`src/rtl/touch_pkg.sv`:
```
// Shared types and FT6206 constants for the touch poller.
// Command encodings match the byte-level I2C controller interface.
package touch_pkg;

   typedef enum logic [2:0] {
      I2C_IDLE      = 3'd0,
      I2C_START     = 3'd1,
      I2C_STOP      = 3'd2,
      I2C_WRITE     = 3'd3,
      I2C_READ_ACK  = 3'd4,
      I2C_READ_NACK = 3'd5
   } i2c_cmd_t;

   typedef enum logic [3:0] {
      ST_INIT_START = 4'd0,
      ST_INIT_ADDR  = 4'd1,
      ST_INIT_REG   = 4'd2,
      ST_INIT_DATA  = 4'd3,
      ST_INIT_STOP  = 4'd4,
      ST_IDLE       = 4'd5,
      ST_START      = 4'd6,
      ST_ADDR_W     = 4'd7,
      ST_REG        = 4'd8,
      ST_RESTART    = 4'd9,
      ST_ADDR_R     = 4'd10,
      ST_READ       = 4'd11,
      ST_STOP       = 4'd12,
      ST_UPDATE     = 4'd13,
      ST_ERR_STOP   = 4'd14,
      ST_INIT_WAIT  = 4'd15
   } touch_state_t;

   localparam logic [7:0] FT_REG_TD_STATUS = 8'h02;
   localparam logic [7:0] FT_REG_THRESH    = 8'h80;
   localparam logic [2:0] LAST_READ_IDX    = 3'd4;

   // The READ state issues ACK reads until the final byte, which is NACKed.
   function automatic i2c_cmd_t state_cmd(input touch_state_t s, input logic last_byte);
      case (s)
         ST_INIT_START, ST_START, ST_RESTART:          state_cmd = I2C_START;
         ST_INIT_STOP, ST_STOP, ST_ERR_STOP:           state_cmd = I2C_STOP;
         ST_INIT_ADDR, ST_INIT_REG, ST_INIT_DATA,
         ST_ADDR_W, ST_REG, ST_ADDR_R:                 state_cmd = I2C_WRITE;
         ST_READ:  state_cmd = last_byte ? I2C_READ_NACK : I2C_READ_ACK;
         default:  state_cmd = I2C_IDLE;
      endcase
   endfunction

   function automatic logic state_is_cmd(input touch_state_t s);
      state_is_cmd = (state_cmd(s, 1'b0) != I2C_IDLE);
   endfunction

   function automatic logic [11:0] touch_coord(input logic [7:0] hi, input logic [7:0] lo);
      touch_coord = {hi[3:0], lo};
   endfunction

   // Counts above two are not valid FT6206 reports and read as no touch.
   function automatic logic [1:0] touch_count(input logic [7:0] status);
      touch_count = (status[3:0] <= 4'd2) ? status[1:0] : 2'd0;
   endfunction

endpackage

```
`src/rtl/poll_ticker.sv`:
```
// Free-running wrap counter: o_tick pulses for one cycle each time
// the count passes TICKS-1 back to zero.
module poll_ticker #(
   parameter int unsigned TICKS = 120_000
) (
   input  logic i_clk,
   input  logic i_rst_n,
   output logic o_tick
);
   localparam int unsigned CW = (TICKS > 1) ? $clog2(TICKS) : 1;
   localparam logic [CW-1:0] LAST = CW'(TICKS - 1);

   logic [CW-1:0] r_cnt;
   logic          r_tick;

   // Count and registered wrap pulse.
   always_ff @(posedge i_clk or negedge i_rst_n) begin
      if (!i_rst_n) begin
         r_cnt  <= '0;
         r_tick <= 1'b0;
      end else if (r_cnt == LAST) begin
         r_cnt  <= '0;
         r_tick <= 1'b1;
      end else begin
         r_cnt  <= r_cnt + CW'(1);
         r_tick <= 1'b0;
      end
   end

   assign o_tick = r_tick;

endmodule

```
`src/rtl/touch_poller.sv`:
```
// FT6206 touch sequencer: programs the threshold, then polls status and first point.
// Optional build macro TOUCH_IRQ_EN lets the active-low touch interrupt start a poll early.
module touch_poller
   import touch_pkg::*;
#(
   parameter int unsigned CLK_HZ    = 12_000_000,
   parameter int unsigned POLL_HZ   = 100,
   parameter logic [6:0]  I2C_ADDR  = 7'h38,
   parameter logic [7:0]  THRESHOLD = 8'd128
) (
   input  logic        clk,
   input  logic        rst_n,
   input  logic        ena,
   output i2c_cmd_t    cmd,
   output logic        cmd_valid,
   input  logic        cmd_ready,
   output logic [7:0]  tx_data,
   input  logic        cmd_done,
   input  logic [7:0]  rx_data,
   input  logic        ack,
   input  logic        touch_irq_n,
   output logic        touch_valid,
   output logic        touch_pressed,
   output logic [1:0]  num_touches,
   output logic [11:0] touch_x,
   output logic [11:0] touch_y,
   output logic        busy,
   output logic        error
);
   localparam int unsigned POLL_TICKS = CLK_HZ / POLL_HZ;
   localparam logic [7:0]  ADDR_WR    = {I2C_ADDR, 1'b0};
   localparam logic [7:0]  ADDR_RD    = {I2C_ADDR, 1'b1};

   touch_state_t r_state, w_state_nxt;
   logic         r_wait, w_wait_nxt;
   logic [2:0]   r_byte_idx, w_byte_nxt;
   logic         r_init_fail, w_fail_nxt;
   logic         r_tick_pend;
   logic [39:0]  r_rx_shift;
   i2c_cmd_t     r_cmd;
   logic         r_cmd_valid;
   logic [7:0]   r_tx_data;
   logic         r_touch_valid, r_pressed, r_busy, r_error;
   logic [1:0]   r_num;
   logic [11:0]  r_x, r_y;
   logic         w_tick, w_tick_any, w_irq_req, w_consume, w_nack;
   logic         w_last_byte, w_is_write, w_in_init, w_update;

   function automatic logic [7:0] state_tx(input touch_state_t s);
      case (s)
         ST_INIT_ADDR, ST_ADDR_W: state_tx = ADDR_WR;
         ST_INIT_REG:             state_tx = FT_REG_THRESH;
         ST_INIT_DATA:            state_tx = THRESHOLD;
         ST_REG:                  state_tx = FT_REG_TD_STATUS;
         ST_ADDR_R:               state_tx = ADDR_RD;
         default:                 state_tx = 8'h00;
      endcase
   endfunction

   poll_ticker #(.TICKS(POLL_TICKS)) u_ticker (
      .i_clk   (clk),
      .i_rst_n (rst_n),
      .o_tick  (w_tick)
   );

`ifdef TOUCH_IRQ_EN
   logic [1:0] r_irq_sync;

   // Two-flop synchronizer for the asynchronous touch interrupt.
   always_ff @(posedge clk or negedge rst_n) begin
      if (!rst_n) begin
         r_irq_sync <= 2'b11;
      end else begin
         r_irq_sync <= {r_irq_sync[0], touch_irq_n};
      end
   end

   assign w_irq_req = ~r_irq_sync[1];
`else
   logic w_unused_irq;
   assign w_unused_irq = touch_irq_n;
   assign w_irq_req    = 1'b0;
`endif

   assign w_tick_any  = w_tick | r_tick_pend;
   assign w_last_byte = (r_byte_idx == LAST_READ_IDX);
   assign w_is_write  = (state_cmd(r_state, w_last_byte) == I2C_WRITE);
   assign w_in_init   = r_state inside {ST_INIT_START, ST_INIT_ADDR, ST_INIT_REG,
                                        ST_INIT_DATA, ST_INIT_STOP};
   assign w_update    = (r_state == ST_STOP) && r_wait && cmd_done;

   // Next-state logic: each command state is an ISSUE phase then a WAIT phase.
   always_comb begin
      w_state_nxt = r_state;
      w_wait_nxt  = r_wait;
      w_byte_nxt  = r_byte_idx;
      w_fail_nxt  = r_init_fail;
      w_nack      = 1'b0;
      w_consume   = 1'b0;
      case (r_state)
         ST_IDLE: begin
            w_consume = w_tick_any;
            if (ena && (w_tick_any || w_irq_req)) begin
               w_state_nxt = ST_START;
            end else begin
               w_state_nxt = ST_IDLE;
            end
         end
         ST_INIT_WAIT: begin
            w_consume = w_tick_any;
            if (w_tick_any) begin
               w_state_nxt = ST_INIT_START;
               w_fail_nxt  = 1'b0;
            end else begin
               w_state_nxt = ST_INIT_WAIT;
            end
         end
         ST_UPDATE: w_state_nxt = ST_IDLE;
         default: begin
            if (!r_wait) begin
               w_wait_nxt = r_cmd_valid && cmd_ready;
            end else if (!cmd_done) begin
               w_wait_nxt = 1'b1;
            end else if (w_is_write && !ack) begin
               w_wait_nxt  = 1'b0;
               w_nack      = 1'b1;
               w_fail_nxt  = w_in_init;
               w_state_nxt = ST_ERR_STOP;
            end else begin
               w_wait_nxt = 1'b0;
               case (r_state)
                  ST_INIT_START: w_state_nxt = ST_INIT_ADDR;
                  ST_INIT_ADDR:  w_state_nxt = ST_INIT_REG;
                  ST_INIT_REG:   w_state_nxt = ST_INIT_DATA;
                  ST_INIT_DATA:  w_state_nxt = ST_INIT_STOP;
                  ST_INIT_STOP:  w_state_nxt = ST_IDLE;
                  ST_START:      w_state_nxt = ST_ADDR_W;
                  ST_ADDR_W:     w_state_nxt = ST_REG;
                  ST_REG:        w_state_nxt = ST_RESTART;
                  ST_RESTART:    w_state_nxt = ST_ADDR_R;
                  ST_ADDR_R: begin
                     w_state_nxt = ST_READ;
                     w_byte_nxt  = 3'd0;
                  end
                  ST_READ: begin
                     if (w_last_byte) begin
                        w_state_nxt = ST_STOP;
                     end else begin
                        w_state_nxt = ST_READ;
                        w_byte_nxt  = r_byte_idx + 3'd1;
                     end
                  end
                  ST_STOP:       w_state_nxt = ST_UPDATE;
                  ST_ERR_STOP:   w_state_nxt = r_init_fail ? ST_INIT_WAIT : ST_IDLE;
                  default:       w_state_nxt = ST_IDLE;
               endcase
            end
         end
      endcase
   end

   // State register; command outputs are registered from the next state.
   always_ff @(posedge clk or negedge rst_n) begin
      if (!rst_n) begin
         r_state     <= ST_INIT_START;
         r_wait      <= 1'b0;
         r_byte_idx  <= 3'd0;
         r_init_fail <= 1'b0;
         r_tick_pend <= 1'b0;
         r_cmd       <= I2C_IDLE;
         r_cmd_valid <= 1'b0;
         r_tx_data   <= 8'h00;
         r_busy      <= 1'b0;
      end else begin
         r_state     <= w_state_nxt;
         r_wait      <= w_wait_nxt;
         r_byte_idx  <= w_byte_nxt;
         r_init_fail <= w_fail_nxt;
         r_tick_pend <= w_consume ? 1'b0 : (r_tick_pend | w_tick);
         r_cmd_valid <= state_is_cmd(w_state_nxt) && !w_wait_nxt;
         r_cmd       <= w_wait_nxt ? I2C_IDLE
                                   : state_cmd(w_state_nxt, w_byte_nxt == LAST_READ_IDX);
         r_tx_data   <= w_wait_nxt ? 8'h00 : state_tx(w_state_nxt);
         r_busy      <= (w_state_nxt != ST_IDLE);
      end
   end

   // Read bytes shift in oldest-first: status, XH, XL, YH, YL.
   always_ff @(posedge clk or negedge rst_n) begin
      if (!rst_n) begin
         r_rx_shift <= 40'h0;
      end else if ((r_state == ST_READ) && r_wait && cmd_done) begin
         r_rx_shift <= {r_rx_shift[31:0], rx_data};
      end else begin
         r_rx_shift <= r_rx_shift;
      end
   end

   // Touch outputs land on the edge that enters UPDATE; NACK sets the sticky error.
   always_ff @(posedge clk or negedge rst_n) begin
      if (!rst_n) begin
         r_touch_valid <= 1'b0;
         r_pressed     <= 1'b0;
         r_num         <= 2'd0;
         r_x           <= 12'd0;
         r_y           <= 12'd0;
         r_error       <= 1'b0;
      end else begin
         r_touch_valid <= w_update;
         if (w_update) begin
            r_num     <= touch_count(r_rx_shift[39:32]);
            r_pressed <= (touch_count(r_rx_shift[39:32]) != 2'd0);
            r_x       <= touch_coord(r_rx_shift[31:24], r_rx_shift[23:16]);
            r_y       <= touch_coord(r_rx_shift[15:8], r_rx_shift[7:0]);
            r_error   <= 1'b0;
         end else if (w_nack) begin
            r_error   <= 1'b1;
         end else begin
            r_error   <= r_error;
         end
      end
   end

   assign cmd           = r_cmd;
   assign cmd_valid     = r_cmd_valid;
   assign tx_data       = r_tx_data;
   assign touch_valid   = r_touch_valid;
   assign touch_pressed = r_pressed;
   assign num_touches   = r_num;
   assign touch_x       = r_x;
   assign touch_y       = r_y;
   assign busy          = r_busy;
   assign error         = r_error;

endmodule

```
`config.mk`:
```
export PLATFORM = sky130hd
export DESIGN_NAME = touch_poller
export DESIGN_NICKNAME = d
export VERILOG_FILES = /design/src/rtl/touch_pkg.sv /design/src/rtl/poll_ticker.sv /design/src/rtl/touch_poller.sv
export SDC_FILE = /design/constraint.sdc
export NUM_CORES = 1
export LEC_CHECK = 0
export CAP_MARGIN = 20
export CORE_UTILIZATION = 55
export DETAILED_ROUTE_END_ITERATION = 7
export DONT_BUFFER_PORTS = 1
export GPL_ROUTABILITY_DRIVEN = 0
export HOLD_SLACK_MARGIN = 0.15
export PLACE_DENSITY_LB_ADDON = 0.1
export SYNTH_ARGS = -nofsm -noshare
export SYNTH_HDL_FRONTEND = slang
export SYNTH_SLANG_ARGS = --single-unit
```
`constraint.sdc`:
```
create_clock -name clk -period 3.4 [get_ports clk]
set_input_delay 0.17 -clock clk [delete_from_list [all_inputs] [get_ports clk]]
set_output_delay 0.17 -clock clk [all_outputs]
set_load 0.005 [all_outputs]
```
==> After elaboration in Yosys (flattened, before gate mapping) <==
Memory sizes are Yosys's and may differ from the RTL's.
Index checks and enable logic that the tools add are counted.
{ "totals": {"reg_bits": 106, "rom_bits": 48, "out_inout_bits": 42, "elab_cells": 129, "mem_count": 1} }
{ "op_classes": {"addsub": 2, "order_cmp": 1, "eq_ne": 33, "muxes": 41, "n_bitwise": 2, "n_reduce_logical": 31} }
{ "memory_table": {"columns": ["name", "words", "width", "rd", "rd_ports_with_merged_regs", "wr", "line_no", "text"], "rows": [
  ["(no name shown)", 16, 3, 1, 0, 0, "touch_pkg.sv:39", "case (s)"]
]} }
{ "ops": {"columns": ["cell", "count"], "rows": [
  ["4-bit == test, second input constant", 14],
  ["4-bit one-hot mux with 12 select lines", 1],
  ["8-bit one-hot mux with 4 select lines", 1],
  ["4-bit by 3-bit == test with 1-bit output, second input constant", 7],
  ["3-bit one-hot mux with 4 select lines", 2],
  ["3-bit two-way mux", 7],
  ["4-bit two-way mux", 5],
  ["1-bit two-way mux", 18],
  ["17-bit by 1-bit adder with 17-bit output, second input constant", 1],
  ["17-bit == test, second input constant", 1],
  ["17-bit two-way mux", 1],
  ["4-bit by 2-bit == test with 1-bit output, second input constant", 4],
  ["3-bit OR reduction", 5],
  ["4-bit one-hot mux with 3 select lines", 1],
  ["6-bit OR reduction", 2],
  ["2-bit nonzero test", 5],
  ["4-bit by 1-bit == test with 1-bit output, second input constant", 2],
  ["1-bit logical AND", 8],
  ["4-bit zero test", 2],
  ["8-bit two-way mux", 1],
  ["2-bit OR reduction", 4],
  ["3-bit == test, second input constant", 2],
  ["3-bit one-hot mux with 2 select lines", 1],
  ["5-bit AND reduction", 1],
  ["other kinds (12)", 14]
]} }

==> Depth between registers and ports, before layout <==
Gate-level depths: netlist of run 1.
{ "depth": {"word_depth": 13, "ltp_mapped": 14, "depth_no_buf": 13} }

==> Hierarchy <==
A second synthesis of run 1 with hierarchy kept.
{ "unflattened": {"hier_cells": 416, "hier_area_um2": 4463.0} }
{ "modules_own_cells": {"columns": ["mod", "instances", "cells_each", "area_per_inst_um2", "seq_area_each_um2"], "rows": [
  ["touch_poller", 1, 337, 3607.2, 2001.9],
  ["poll_ticker", 1, 79, 855.8, 450.4]
]} }

==> Worst setup path after synthesis of run 1 <==
Ideal clock, no wire load.
{ "synth_path": {"kind": "register to register", "from": "register r_byte_idx[0]", "to": "register r_cmd[0], in the netlist cmd[0]", "t_arrival_ns": 2.583, "required_ns": 3.318, "setup_slack_ns": 0.735, "path_stages_with_launch": 13, "period_less_slack_ns": 2.665, "path_cell_list": "dfrtp_1 -> inv_1 -> ha_1 -> a21bo_2 -> a21oi_1 -> o211ai_1 -> a21oi_1 -> ha_1 -> nand2_1 -> or4_1 -> a41o_1 -> a21boi_1 -> a31oi_1"} }
{ "synth_via": {"elab_chain_cells": 13} }
{ "synth_rtl": {"columns": ["element", "line_no", "text"], "rows": [
  ["start: declaration", "touch_poller.sv:36", "logic [2:0] r_byte_idx, w_byte_nxt;"],
  ["start signal: assignment", "touch_poller.sv:177", "r_byte_idx <= w_byte_nxt;"],
  ["3-bit == test *", "touch_poller.sv:86", "assign w_last_byte = (r_byte_idx == LAST_READ_IDX);"],
  ["1-bit two-way mux", "touch_pkg.sv:44", "ST_READ: state_cmd = last_byte ? I2C_READ_NACK : I2C_READ_ACK;"],
  ["3-bit one-hot mux with 4 select lines", "touch_pkg.sv:39", null],
  ["3-bit by 2-bit == test with 1-bit output", "touch_poller.sv:87", "assign w_is_write = (state_cmd(r_state, w_last_byte) == I2C_WRITE);"],
  ["1-bit logical AND", "touch_poller.sv:124", "end else if (w_is_write && !ack) begin"],
  ["4-bit two-way mux *", "touch_poller.sv:124", null],
  ["4-bit two-way mux *", "touch_poller.sv:122", "end else if (!cmd_done) begin"],
  ["4-bit two-way mux *", "touch_poller.sv:120", "if (!r_wait) begin"],
  ["4-bit one-hot mux with 3 select lines *", "touch_poller.sv:100", "case (r_state)"],
  ["net w_state_nxt[0]", "touch_poller.sv:34", "touch_state_t r_state, w_state_nxt;"],
  ["4-bit == test, or another cell as far along", "touch_pkg.sv:39", null],
  ["6-bit OR reduction / 3-bit OR reduction (equally long branches)", "touch_pkg.sv:39", null],
  ["3-bit one-hot mux with 4 select lines *", "touch_pkg.sv:39", null],
  ["3-bit two-way mux *", "touch_poller.sv:181", "r_cmd <= w_wait_nxt ? I2C_IDLE"],
  ["end signal: assignment", "touch_poller.sv:181", null],
  ["end: declaration", "touch_poller.sv:40", "i2c_cmd_t r_cmd;"]
]} }
Mark *: on every way through the listed nets, which the timed path passes. The rest lies on a longest branch.
A chain may end at the register's enable or synchronous reset.

==> Worst setup path after layout of run 1 <==
{ "layout_path": {"from": "register r_state[3]", "to": "register r_cmd[0], in the netlist cmd[0]"} }
{ "layout_via": {"elab_chain_cells": 13} }
{ "layout_rtl": {"columns": ["element", "line_no", "text"], "rows": [
  ["start: declaration", "touch_poller.sv:34", null],
  ["start signal: assignment", "touch_poller.sv:175", "r_state <= w_state_nxt;"],
  ["4-bit by 1-bit == test with 1-bit output, or another cell as far along", "touch_pkg.sv:39, touch_poller.sv:131", null],
  ["6-bit OR reduction / 3-bit OR reduction (equally long branches)", "touch_pkg.sv:39", null],
  ["3-bit one-hot mux with 4 select lines", "touch_pkg.sv:39", null],
  ["3-bit by 2-bit == test with 1-bit output", "touch_poller.sv:87", null],
  ["1-bit logical AND", "touch_poller.sv:124", null],
  ["4-bit two-way mux", "touch_poller.sv:124", null],
  ["4-bit two-way mux", "touch_poller.sv:122", null],
  ["4-bit two-way mux", "touch_poller.sv:120", null],
  ["4-bit one-hot mux with 3 select lines *", "touch_poller.sv:100", null],
  ["net w_state_nxt[1]", "touch_poller.sv:34", null],
  ["4-bit == test, or another cell as far along", "touch_pkg.sv:39", null],
  ["6-bit OR reduction / 3-bit OR reduction (equally long branches)", "touch_pkg.sv:39", null],
  ["3-bit one-hot mux with 4 select lines *", "touch_pkg.sv:39", null],
  ["3-bit two-way mux *", "touch_poller.sv:181", null]
]} }
Marks and branches as above.

==> results of run 1 <==
-- worst paths after layout --
| path | cells after the start | slack, ns | end | startpoint |
|---|---|---|---|---|
| setup / recovery | 11 | 0.39 | cmd[0]$_DFF_PN0_ | r_state[3]$_DFF_PN0_ |
| hold / removal | 4 | 0.21 | r_byte_idx[2]$_DFF_PN0_ | cmd_done |
| setup reg to reg | 11 | 0.39 | cmd[0]$_DFF_PN0_ | r_state[3]$_DFF_PN0_ |
| min in group asynchronous | 2 | 0.41 | r_byte_idx[1]$_DFF_PN0_ | rst_n |
| max in group asynchronous | 2 | 2.63 | u_ticker.r_cnt[12]$_DFF_PN0_ | rst_n |
| hold reg to reg | 2 | 0.48 | touch_x[7]$_DFFE_PN0P_ | r_rx_shift[23]$_DFFE_PN0P_ |
-- power by group through the flow --
| stage | registers (W) | logic, W | clock network, W |
|---|---|---|---|
| 4_1_cts | 0.00155 | 0.00134 | 0.000781 |
| 6_report | 0.00154 | 0.00137 | 0.000754 |
| 3_3_place_gp | 0.00157 | 0.00127 | 0 |
| 3_5_place_dp | 0.00157 | 0.00130 | 0 |
| 5_1_grt | 0.00158 | 0.00153 | 0.000825 |
| 2_1_floorplan | 0.00149 | 0.00111 | 0 |
-- final cells by class --
cell class,instances,share of cell area
Timing Repair Buffer,21,0.0409
Clock inverter,6,0.0149
Multi-Input combinational cell,295,0.384
Sequential cell,98,0.494
Clock buffer,10,0.0257
Inverter,18,0.0139
Tap cell,102,0.0257
-- repair_timing --
| action | CTS | global route |
|---|---|---|
| setup endpoints to repair | 0 | 1 |
| endpoints found under the hold margin | 107 | 0 |
| gates resized for setup | 0 | 1 |
| hold buffers | 11 | 0 |
-- per-layer routing --
layer,GRT usage,up-vias,part of all wire
met5,0,-,0
met4,0.0603,0,0.0092
met3,0.0472,7,0.038
met2,0.328,72,0.48
met1,0.289,1511,0.47
li1,-,1494,-
-- cells in the final DEF (no fill, tap or decap), types with 2 or more instances in the layout --
master / n
a21boi_1: 2
o211ai_1: 2
o21ai_0: 10
o22ai_1: 2
nand2_1: 98
mux2_2: 33
o41ai_1: 3
nor2b_1: 2
dfrtp_1: 98
inv_1: 16
a41o_1: 2
ha_1: 8
and3_1: 8
buf_4: 10
or3_1: 3
nor3_1: 4
nand2b_1: 4
a21o_1: 3
a22o_1: 2
a31oi_1: 4
a21oi_1: 12
nor4_1: 4
nand3_1: 15
a22oi_1: 2
o2111ai_1: 2
nor2_1: 22
xnor2_1: 6
clkbuf_8: 9
conb_1: 2
xor2_1: 6
clkinvlp_4: 2
dlygate4sd3_1: 10
nand4_1: 3
and2_1: 2
-- cells by family (layout without fill, tap and decap cells) --
group / after synthesis / count (layout) / synth area share
buffers and inverters: 42 / 55 / 0.0494
DFF: 98 / 98 / 0.537
adders and majority gates: 8 / 8 / 0.0219
and+or+nand+nor: 179 / 179 / 0.184
other: 1 / 2 / 0.000822
AOI/OAI and AO/OA: 60 / 60 / 0.0995
muxes: 34 / 34 / 0.0836
xor gates and xnor gates: 12 / 12 / 0.0230
-- cells in the mapped netlist, drive strengths merged (3+ instances only) --
cell type	number
nand2b	4
o41ai	4
or2	3
ha	8
o2111ai	3
a31oi	4
o21ai	11
nor2	22
a21oi	12
nand2	98
xnor2	6
clkbuf	4
mux2	33
buf	20
and3	8
dfrtp	98
or3	3
nor3	4
nand3	15
nand4	3
inv	16
nor4	5
xor2	6
a21o	3
-- sequential cells by signal (all words and copies together) (netlist names) --
name and flops:
r_byte_idx 3, cmd 3, cmd_valid 1, tx_data 4, touch_x 12, u_ticker.o_tick 1
num_touches 2, u_ticker.r_cnt 17, error 1, r_init_fail 1, touch_y 12, r_tick_pend 1
r_rx_shift 32, touch_valid 1, touch_pressed 1, busy 1, r_wait 1, r_state 4
-- worst min-delay path, delay by kind of cell --
family          cells  cell delay [ns]
simple gates        2             0.19
compound gates      1             0.11
buf+inv             1             0.06
-- through the flow --
stage	std cells	power, W
6_report	550	0.00367
5_1_grt	550	0.00393
4_1_cts	550	0.00367
3_5_place_dp	523	0.00287
3_3_place_gp	523	0.00284
2_1_floorplan	435	0.00260
==> impl_metrics.py, run 1 <==
metrics = {
    "timing": {
        "maxSlewViolCount": 0,
        "worstMarginPinSlew_ns": 0.769,
        "tns_ns": 0,
        "hold_viol": 0,
        "slew_headroom": 0.484,
        "period_share": 0.886,
        "max_freq_ghz": 0.332,
        "period_minus_slack_ns": 3.01,
        "whs_ns": 0.206,
        "fin_ws_ns": 0.387,
        "setup_viol": 0,
        "rsz0062_at_grt": "no",
        "fin_skew_ns": 0.00982,
    },
    "placement": {
        "place_ws_ns": 0.331,
        "dpl_cell_area_um2": 4620,
        "portBuffers": 0,
        "dp_hpwl_mm": 5.59,
    },
    "layout": {
        "finalNetCount": 466,
        "drive_above_1_share": 0.158,
        "syn_to_final_growth_pct": 8.69,
        "fill_cells": 628,
        "final_area_um2": 4960,
        "regArea_um2": 2450,
        "diodes": 0,
        "multi_input_area_um2": 1910,
        "fin_util": 0.629,
    },
    "global_routing": {
        "grt_max_degree": 99,
        "grt_first_pass_wirelength_mm": 14.2,
        "grt_pass1_vias": 3009,
        "antenna_found_initial": 0,
        "track_usage": 0.208,
        "grt-ovfl-total": 0,
    },
    "clocking": {
        "clockBufferDepth": 2,
        "cts_buffers": 9,
        "root_buffer": "clkbuf_8",
        "cts.sink_count": 98,
        "path_clk_slew_ns": 0.10,
        "post_cts_buffers": 0,
        "htreeDepth": 3,
        "clk-insertion-delay-late_ns": 0.35,
        "cts_tree": "built",
    },
    "critical_path": {
        "crit_path_cell_trace": "o21ba_2, o2111ai_2, nor2_1, o32ai_4, inv_1, ha_1, and3_1, o21ai_0, a41o_1, a21boi_1, a31oi_1",
        "path_buf_inv": 1,
        "cp-start-kind": "flip-flop",
        "cp.arrival_ns": 3.24,
        "critPathSlowestCell": "dfrtp_1",
        "cp_slowest_stage_delay_ns": 0.54,
        "crit_required_ns": 3.63,
        "path_delay_family": "compound AO/OA/AOI/OAI gates",
        "path_max_fanout": 11,
        "critPathKind": "reg2reg",
        "cp-end-kind": "flip-flop",
    },
    "yosys": {
        "synthesis.area_um2": 4560,
        "synth-edff-count": 0,
        "synth_area_per_cell_um2": 10.5,
        "syn_inst": 434,
        "synth_cell_types": 66,
        "synth_area_leader_cell": "dfrtp_1",
        "synth_seq_area_share": 0.537,
        "ys_ff_latch": 98,
        "async_reset_ff_frac": 1.00,
        "synth.area.top_cells": "dfrtp_1 (54%), mux2_2 (8.1%), nand2_1 (8.1%)",
        "synth_top_cell_area_share": 0.537,
        "ys_warn_count": 0,
        "synth_ff_type": "dfrtp_1",
    },
    "power_and_ir_drop": {
        "p_leak_nw": 2.43,
        "switching_share": 0.382,
        "p_int_w": 0.00227,
        "p_comb_frac": 0.373,
        "p_sw_w": 0.00140,
        "seqPwrFrac": 0.421,
        "ir_drop_v": 0.000347,
        "clkPwrFrac": 0.206,
        "power.density_nw_per_um2": 739,
    },
    "detailed_routing": {
        "ant_nets": 0,
        "vias": 3084,
        "dr.pass1.iters": 5,
        "drt_first_iter_violations": 197,
        "viasPerCell": 5.61,
        "wl_per_cell_um": 15.2,
        "wl_mm": 8.35,
        "drcViolationCount": 0,
    },
    "floorplan": {
        "die_h_um": 93.1,
        "pin_count": 57,
        "dieArea_um2": 8660,
        "core_area_um2": 7890,
        "rows": 32,
        "start_util": 0.579,
        "die_w_um": 93.1,
    },
    "run_status": {
        "status": "complete, no violations",
    },
    "run": {
        "maxCapViolCount": 0,
    },
    "worst_hold_path": {
        "min_path_type": "in2reg",
    },
}
Power figures use the tool's default switching activity.
==> inputs of run 2 (changes only) <==
--- a/config.mk
+++ b/config.mk
@@ -6,7 +6,7 @@
 export NUM_CORES = 1
 export LEC_CHECK = 0
 export CAP_MARGIN = 20
-export CORE_UTILIZATION = 55
+export CORE_UTILIZATION = 45
 export DETAILED_ROUTE_END_ITERATION = 7
 export DONT_BUFFER_PORTS = 1
 export GPL_ROUTABILITY_DRIVEN = 0
==> constraint.sdc (replaced) <==
create_clock -name clk -period 2.7 [get_ports clk]
set_input_delay 0.135 -clock clk [delete_from_list [all_inputs] [get_ports clk]]
set_output_delay 0.135 -clock clk [all_outputs]
set_load 0.005 [all_outputs]
==> run 2 against run 1 <==
Final area rose by 7.0%. Die area rose by 22%. Cell count rose by 11%. Flip-flop and latch count did not move. Combinational power rose by 66%. Sequential power rose by 25%. Via count rose by 4.2%. First-iteration DRC count fell by 14%. Core utilization fell by 8.8 points. Clock power rose by 20%. Global-route usage fell by 2.1 points. Hold slack improved by 0.0070 ns. Critical path type unchanged. Largest power group is now combinational cells. Highest routed layer unchanged.
==> impl_metrics.py, run 2 (synthesis results as in run 1) <==
metrics = {
    "run_status": {
        "status": "complete, no violations",
    },
    "layout": {
        "final_area_um2": 5310,
        "finalNetCount": 498,
        "largest_reg_flops": 32,
        "top_register": "r_rx_shift",
        "drive_above_1_share": 0.238,
        "reg_top3": "r_rx_shift: 32 flops, u_ticker.r_cnt: 17 flops",
        "fill_cells": 897,
        "mostFrequentLayoutCells": "nand2_1 (97), dfrtp_1 (97), buf_4 (40)",
        "diodes": 0,
        "regArea_um2": 2450,
        "multi_input_area_um2": 1970,
        "syn_to_final_growth_pct": 16.3,
    },
    "detailed_routing": {
        "wl_mm": 9.25,
        "vias": 3214,
        "viasPerCell": 5.24,
        "wl_per_cell_um": 15.1,
        "drcViolationCount": 0,
        "ant_nets": 0,
        "dr.pass1.iters": 4,
        "drt_first_iter_violations": 170,
    },
    "timing": {
        "rsz0062_at_grt": "yes",
        "period_share": 0.988,
        "slew_headroom": 0.494,
        "fin_skew_ns": 0.0106,
        "hold_viol": 0,
        "setup_viol": 0,
        "period_minus_slack_ns": 2.67,
        "maxSlewViolCount": 0,
        "max_freq_ghz": 0.375,
        "worstMarginPinSlew_ns": 0.755,
        "fin_ws_ns": 0.0332,
    },
    "critical_path": {
        "cp_slowest_stage_delay_ns": 0.52,
        "path_buf_inv": 0,
        "critPathSlowestCell": "dfrtp_1",
        "crit_required_ns": 2.99,
        "cp-start-kind": "flip-flop",
        "path_delay_family": "compound AO/OA/AOI/OAI gates",
        "cp.arrival_ns": 2.96,
        "crit_path_cell_trace": "or2_4, o211ai_1, nor2_1, o32ai_4, ha_2, nand2_1, or4_1, a41o_1, a21boi_2, a31oi_1",
        "cp-end-kind": "flip-flop",
        "critPathKind": "reg2reg",
        "path_max_fanout": 9,
    },
    "power_and_ir_drop": {
        "p_leak_nw": 2.59,
        "ir_drop_v": 0.000387,
        "power.density_nw_per_um2": 963,
    },
    "floorplan": {
        "dieArea_um2": 10500,
        "start_util": 0.465,
        "core_area_um2": 9820,
        "pin_count": 57,
        "die_h_um": 103,
        "die_w_um": 103,
        "rows": 36,
    },
    "global_routing": {
        "top_usage_layer": "met2",
        "grt_max_degree": 99,
        "grt_pass1_vias": 3012,
        "use_met1": 0.265,
        "antenna_found_initial": 0,
        "grt_first_pass_wirelength_mm": 15.0,
        "grtUsageMet3": 0.0515,
        "grt-ovfl-total": 0,
        "met2_usage": 0.273,
        "track_usage": 0.187,
    },
    "clocking": {
        "htreeDepth": 3,
        "clk-insertion-delay-late_ns": 0.36,
        "path_clk_slew_ns": 0.10,
        "clockBufferDepth": 2,
        "cts_tree": "built",
        "root_buffer": "clkbuf_8",
        "cts.sink_count": 98,
        "cts_buffers": 9,
    },
    "placement": {
        "dp_hpwl_mm": 6.19,
        "portBuffers": 0,
        "place_ws_ns": -0.0413,
        "dpl_cell_area_um2": 4870,
    },
    "run": {
        "maxCapViolCount": 0,
    },
    "worst_hold_path": {
        "min_path_type": "in2reg",
    },
}
run 2: final cells by class:
type	instances	area share
Multi-Input combinational cell	295	0.372
Tap cell	133	0.0314
Sequential cell	98	0.462
Timing Repair Buffer	53	0.0863
Clock inverter	6	0.00943
Clock buffer	10	0.0259
Inverter	18	0.0130
run 2: layer usage:
| layer | vias up | part of all wire | wire, um |
|---|---|---|---|
| li1 | 1561 | - | - |
| met1 | 1597 | 0.48 | 4410 |
| met2 | 48 | 0.47 | 4330 |
| met3 | 8 | 0.044 | 406 |
| met4 | 0 | 0.012 | 107 |
| met5 | - | 0 | 0 |
run 2: per-stage QoR:
| step | hold slack (ns) | instances | TNS (ns) | util | total power (W) |
|---|---|---|---|---|---|
| after global placement | -0.156 | 581 | -0.0123 | 0.496 | 0.00396 |
| after detailed placement | -0.157 | 581 | -0.0434 | 0.496 | 0.00399 |
| final | 0.213 | 613 | 0 | 0.540 | 0.00511 |
| after global routing | 0.220 | 613 | -0.233 | 0.540 | 0.00546 |
| after CTS | 0.223 | 609 | 0 | 0.531 | 0.00500 |
| after floorplan | -0.161 | 435 | 0 | - | 0.00327 |
run 2: path summary, 6_finish.rpt:
path                                            startpoint                     endpoint  slack, ns  depth (start not counted)
worst max-delay path                  r_state[0]$_DFF_PN0_             cmd[0]$_DFF_PN0_       0.03                         10
worst min-delay path                              cmd_done         r_state[0]$_DFF_PN0_       0.21                          3
worst min register to register  r_rx_shift[20]$_DFFE_PN0P_       touch_x[4]$_DFFE_PN0P_       0.47                          2
worst max register to register        r_state[0]$_DFF_PN0_             cmd[0]$_DFF_PN0_       0.03                         10
max in group asynchronous                            rst_n         r_state[3]$_DFF_PN0_       1.96                          2
min in group asynchronous                            rst_n  u_ticker.r_cnt[4]$_DFF_PN0_       0.37                          2
run 2: worst register-to-register path: stages (launching register included):
cell	delay, ns
dfrtp_1	0.52
or2_4	0.31
o211ai_1	0.10
nor2_1	0.09
o32ai_4	0.33
ha_2	0.24
nand2_1	0.06
or4_1	0.41
a41o_1	0.21
a21boi_2	0.16
a31oi_1	0.18
run 2: what timing repair did:
item	CTS	global route
resized for setup	3	13
endpoints found under the hold margin	108	0
buffers inserted	0	4
gates cloned	0	0
hold buffers	12	0
pin swaps	1	8
endpoints found under the setup margin	4	4
run 2: power by group:
group          switching, W  leakage [nW]  internal, W  total (W)
sequential         0.000209          1.32      0.00171    0.00192
combinational       0.00120          1.18      0.00108    0.00228
clock              0.000532        0.0883     0.000371   0.000903
==> inputs of run 3 (changes only) <==
--- a/config.mk
+++ b/config.mk
@@ -7,6 +7,7 @@
 export LEC_CHECK = 0
 export CAP_MARGIN = 20
 export CORE_UTILIZATION = 45
+export CTS_CLUSTER_DIAMETER = 30
 export DETAILED_ROUTE_END_ITERATION = 7
 export DONT_BUFFER_PORTS = 1
 export GPL_ROUTABILITY_DRIVEN = 0
==> constraint.sdc (replaced) <==
create_clock -name clk -period 3.2 [get_ports clk]
set_input_delay 0.16 -clock clk [delete_from_list [all_inputs] [get_ports clk]]
set_output_delay 0.16 -clock clk [all_outputs]
set_load 0.01 [all_outputs]
==> run 3 against run 2 <==
Via count decreased by 2.6%. Register-to-register slack improved by 0.27 ns. Fmax fell by 8.1%. Critical path depth grew 2. Hold slack got worse by 0.033 ns. Final area is 5.1% lower. Cell count fell by 4.2%. Power down 21%. Routed wire length is 3.6% lower. Core utilization is 2.7 points lower. Largest cell class unchanged. Largest power group is now registers.
==> impl_metrics.py, run 3 (synthesis results as in run 1) <==
metrics = {
    "global_routing": {
        "grt_max_degree": 99,
        "grt_pass1_vias": 2992,
        "antenna_found_initial": 0,
        "grt_first_pass_wirelength_mm": 14.8,
        "track_usage": 0.184,
        "grt-ovfl-total": 0,
    },
    "layout": {
        "diodes": 0,
        "fill_cells": 949,
        "mostFrequentLayoutCells": "nand2_1 (98), dfrtp_1 (98), mux2_2 (33)",
        "final_area_um2": 5040,
        "drive_above_1_share": 0.165,
        "reg_top3": "r_rx_shift: 32 flops, u_ticker.r_cnt: 17 flops",
        "finalNetCount": 472,
        "largest_reg_flops": 32,
        "syn_to_final_growth_pct": 10.4,
        "top_register": "r_rx_shift",
    },
    "timing": {
        "period_minus_slack_ns": 2.90,
        "hold_viol": 0,
        "period_share": 0.907,
        "rsz0062_at_grt": "no",
        "maxSlewViolCount": 0,
        "worstMarginPinSlew_ns": 0.783,
        "whs_ns": 0.180,
        "max_freq_ghz": 0.345,
        "fin_ws_ns": 0.299,
        "fin_skew_ns": 0.0180,
        "slew_headroom": 0.475,
        "setup_viol": 0,
        "tns_ns": 0,
    },
    "critical_path": {
        "cp.arrival_ns": 3.21,
        "cp-end-kind": "flip-flop",
        "worstReg2RegEnd": "cmd[0]$_DFF_PN0_",
        "cp-start-kind": "flip-flop",
        "path_delay_family": "compound AO/OA/AOI/OAI gates",
        "worstSetupStartpoint": "r_byte_idx[0]$_DFF_PN0_",
        "cp_slowest_stage_delay_ns": 0.46,
        "r2r-start": "r_byte_idx[0]$_DFF_PN0_",
        "reg2regPathDepth": 12,
        "critPathSlowestCell": "o41ai_2",
        "crit_path_cell_trace": "inv_1, ha_1, a21bo_2, a21oi_1, o211ai_1, a21oi_1, buf_4, ha_1, inv_1, o41ai_2, nand3_1, a31oi_1",
        "path_max_fanout": 6,
        "r2r_slack_ns": 0.30,
        "path_buf_inv": 3,
        "crit_required_ns": 3.50,
        "critPathKind": "reg2reg",
    },
    "clocking": {
        "post_cts_buffers": 0,
        "cts.sink_count": 98,
        "cts_tree": "built",
        "clockBufferDepth": 2,
        "htreeDepth": 3,
        "root_buffer": "clkbuf_8",
        "clk-insertion-delay-late_ns": 0.37,
        "path_clk_slew_ns": 0.11,
        "cts_buffers": 9,
    },
    "power_and_ir_drop": {
        "clkPwrFrac": 0.203,
        "power_w": 0.00402,
        "p_leak_nw": 2.47,
        "power.density_nw_per_um2": 798,
        "ir_drop_v": 0.000315,
        "p_comb_frac": 0.385,
        "p_int_w": 0.00245,
        "seqPwrFrac": 0.412,
        "p_sw_w": 0.00157,
        "switching_share": 0.390,
    },
    "worst_hold_path": {
        "min_from": "cmd_ready",
        "min_path_type": "in2reg",
        "min_delay_worst_endpoint": "cmd_valid$_DFF_PN0_",
        "hold_path_depth": 3,
    },
    "floorplan": {
        "dieArea_um2": 10500,
        "core_area_um2": 9820,
        "die_w_um": 103,
        "die_h_um": 103,
        "start_util": 0.465,
        "pin_count": 57,
        "rows": 36,
    },
    "run_status": {
        "status": "complete, no violations",
    },
    "placement": {
        "dp_hpwl_mm": 5.80,
        "portBuffers": 0,
        "place_ws_ns": 0.271,
        "dpl_cell_area_um2": 4700,
    },
    "detailed_routing": {
        "drcViolationCount": 0,
        "wl_per_cell_um": 15.2,
        "viasPerCell": 5.33,
        "drt_first_iter_violations": 149,
        "wl_mm": 8.92,
        "ant_nets": 0,
        "vias": 3131,
        "dr.pass1.iters": 4,
    },
    "run": {
        "maxCapViolCount": 0,
    },
}
run 3: cell types whose count changed in the layout (fill, tap and decap cells not counted), moves of 2 or more:
cell,before,now
buf_4,40,15
clkbuf_1,0,2
clkinvlp_4,3,0
ha_1,5,8
ha_2,2,0
inv_6,0,2
inv_8,2,0
run 3: how the worst max path moves through the flow:
stage | slack, ns | depth (start not counted) | endpoint
after floorplan | 0.54 | 12 | cmd[0]$_DFF_PN0_
after global placement | 0.31 | 13 | cmd[0]$_DFF_PN0_
after detailed placement | 0.27 | 13 | cmd[0]$_DFF_PN0_
after CTS | 0.25 | 13 | cmd[0]$_DFF_PN0_
after global routing | 0.02 | 13 | cmd[0]$_DFF_PN0_
final | 0.30 | 12 | cmd[0]$_DFF_PN0_
run 3: per-stage QoR:
| step | util | instances |
|---|---|---|
| 2_1_floorplan | - | 435 |
| 3_3_place_gp | 0.478 | 559 |
| 3_5_place_dp | 0.478 | 559 |
| 4_1_cts | 0.512 | 587 |
| 5_1_grt | 0.513 | 587 |
| 6_report | 0.513 | 587 |
run 3: cell type report:
cell class	count	area (um2)	share of cell area
Clock buffer	11	131	0.0261
Clock inverter	5	61.3	0.0122
Inverter	18	68.8	0.0137
Multi-Input combinational cell	295	1910	0.379
Sequential cell	98	2450	0.487
Tap cell	133	166	0.0330
Timing Repair Buffer	27	250	0.0497
run 3: repair_timing:
item,4_1_cts,5_1_grt
setup endpoints to repair,0,2
hold buffers,12,0
hold endpoints to repair,108,0
resized for setup,0,1
run 3: worst reg2reg max path: stages (launching register included):
cell and delay, ns:
dfrtp_1 0.43, inv_1 0.06, ha_1 0.25, a21bo_2 0.23, a21oi_1 0.14, o211ai_1 0.10
a21oi_1 0.26, buf_4 0.18, ha_1 0.28, inv_1 0.09, o41ai_2 0.46, nand3_1 0.16
a31oi_1 0.19
run 3: power groups by stage:
stage	Sequential (W)	Clock, W	Combinational (W)
after floorplan	0.00161	0	0.00118
after detailed placement	0.00168	0	0.00147
after global routing	0.00169	0.000882	0.00173
after CTS	0.00166	0.000843	0.00152
final	0.00166	0.000816	0.00155
after global placement	0.00168	0	0.00146
run 3: routing by layer:
metal	vias up	track usage	wire [um]
met5	-	0	0
met3	12	0.0441	411
met1	1541	0.264	4460
li1	1515	-	-
met2	63	0.273	3940
met4	0	0.0626	108
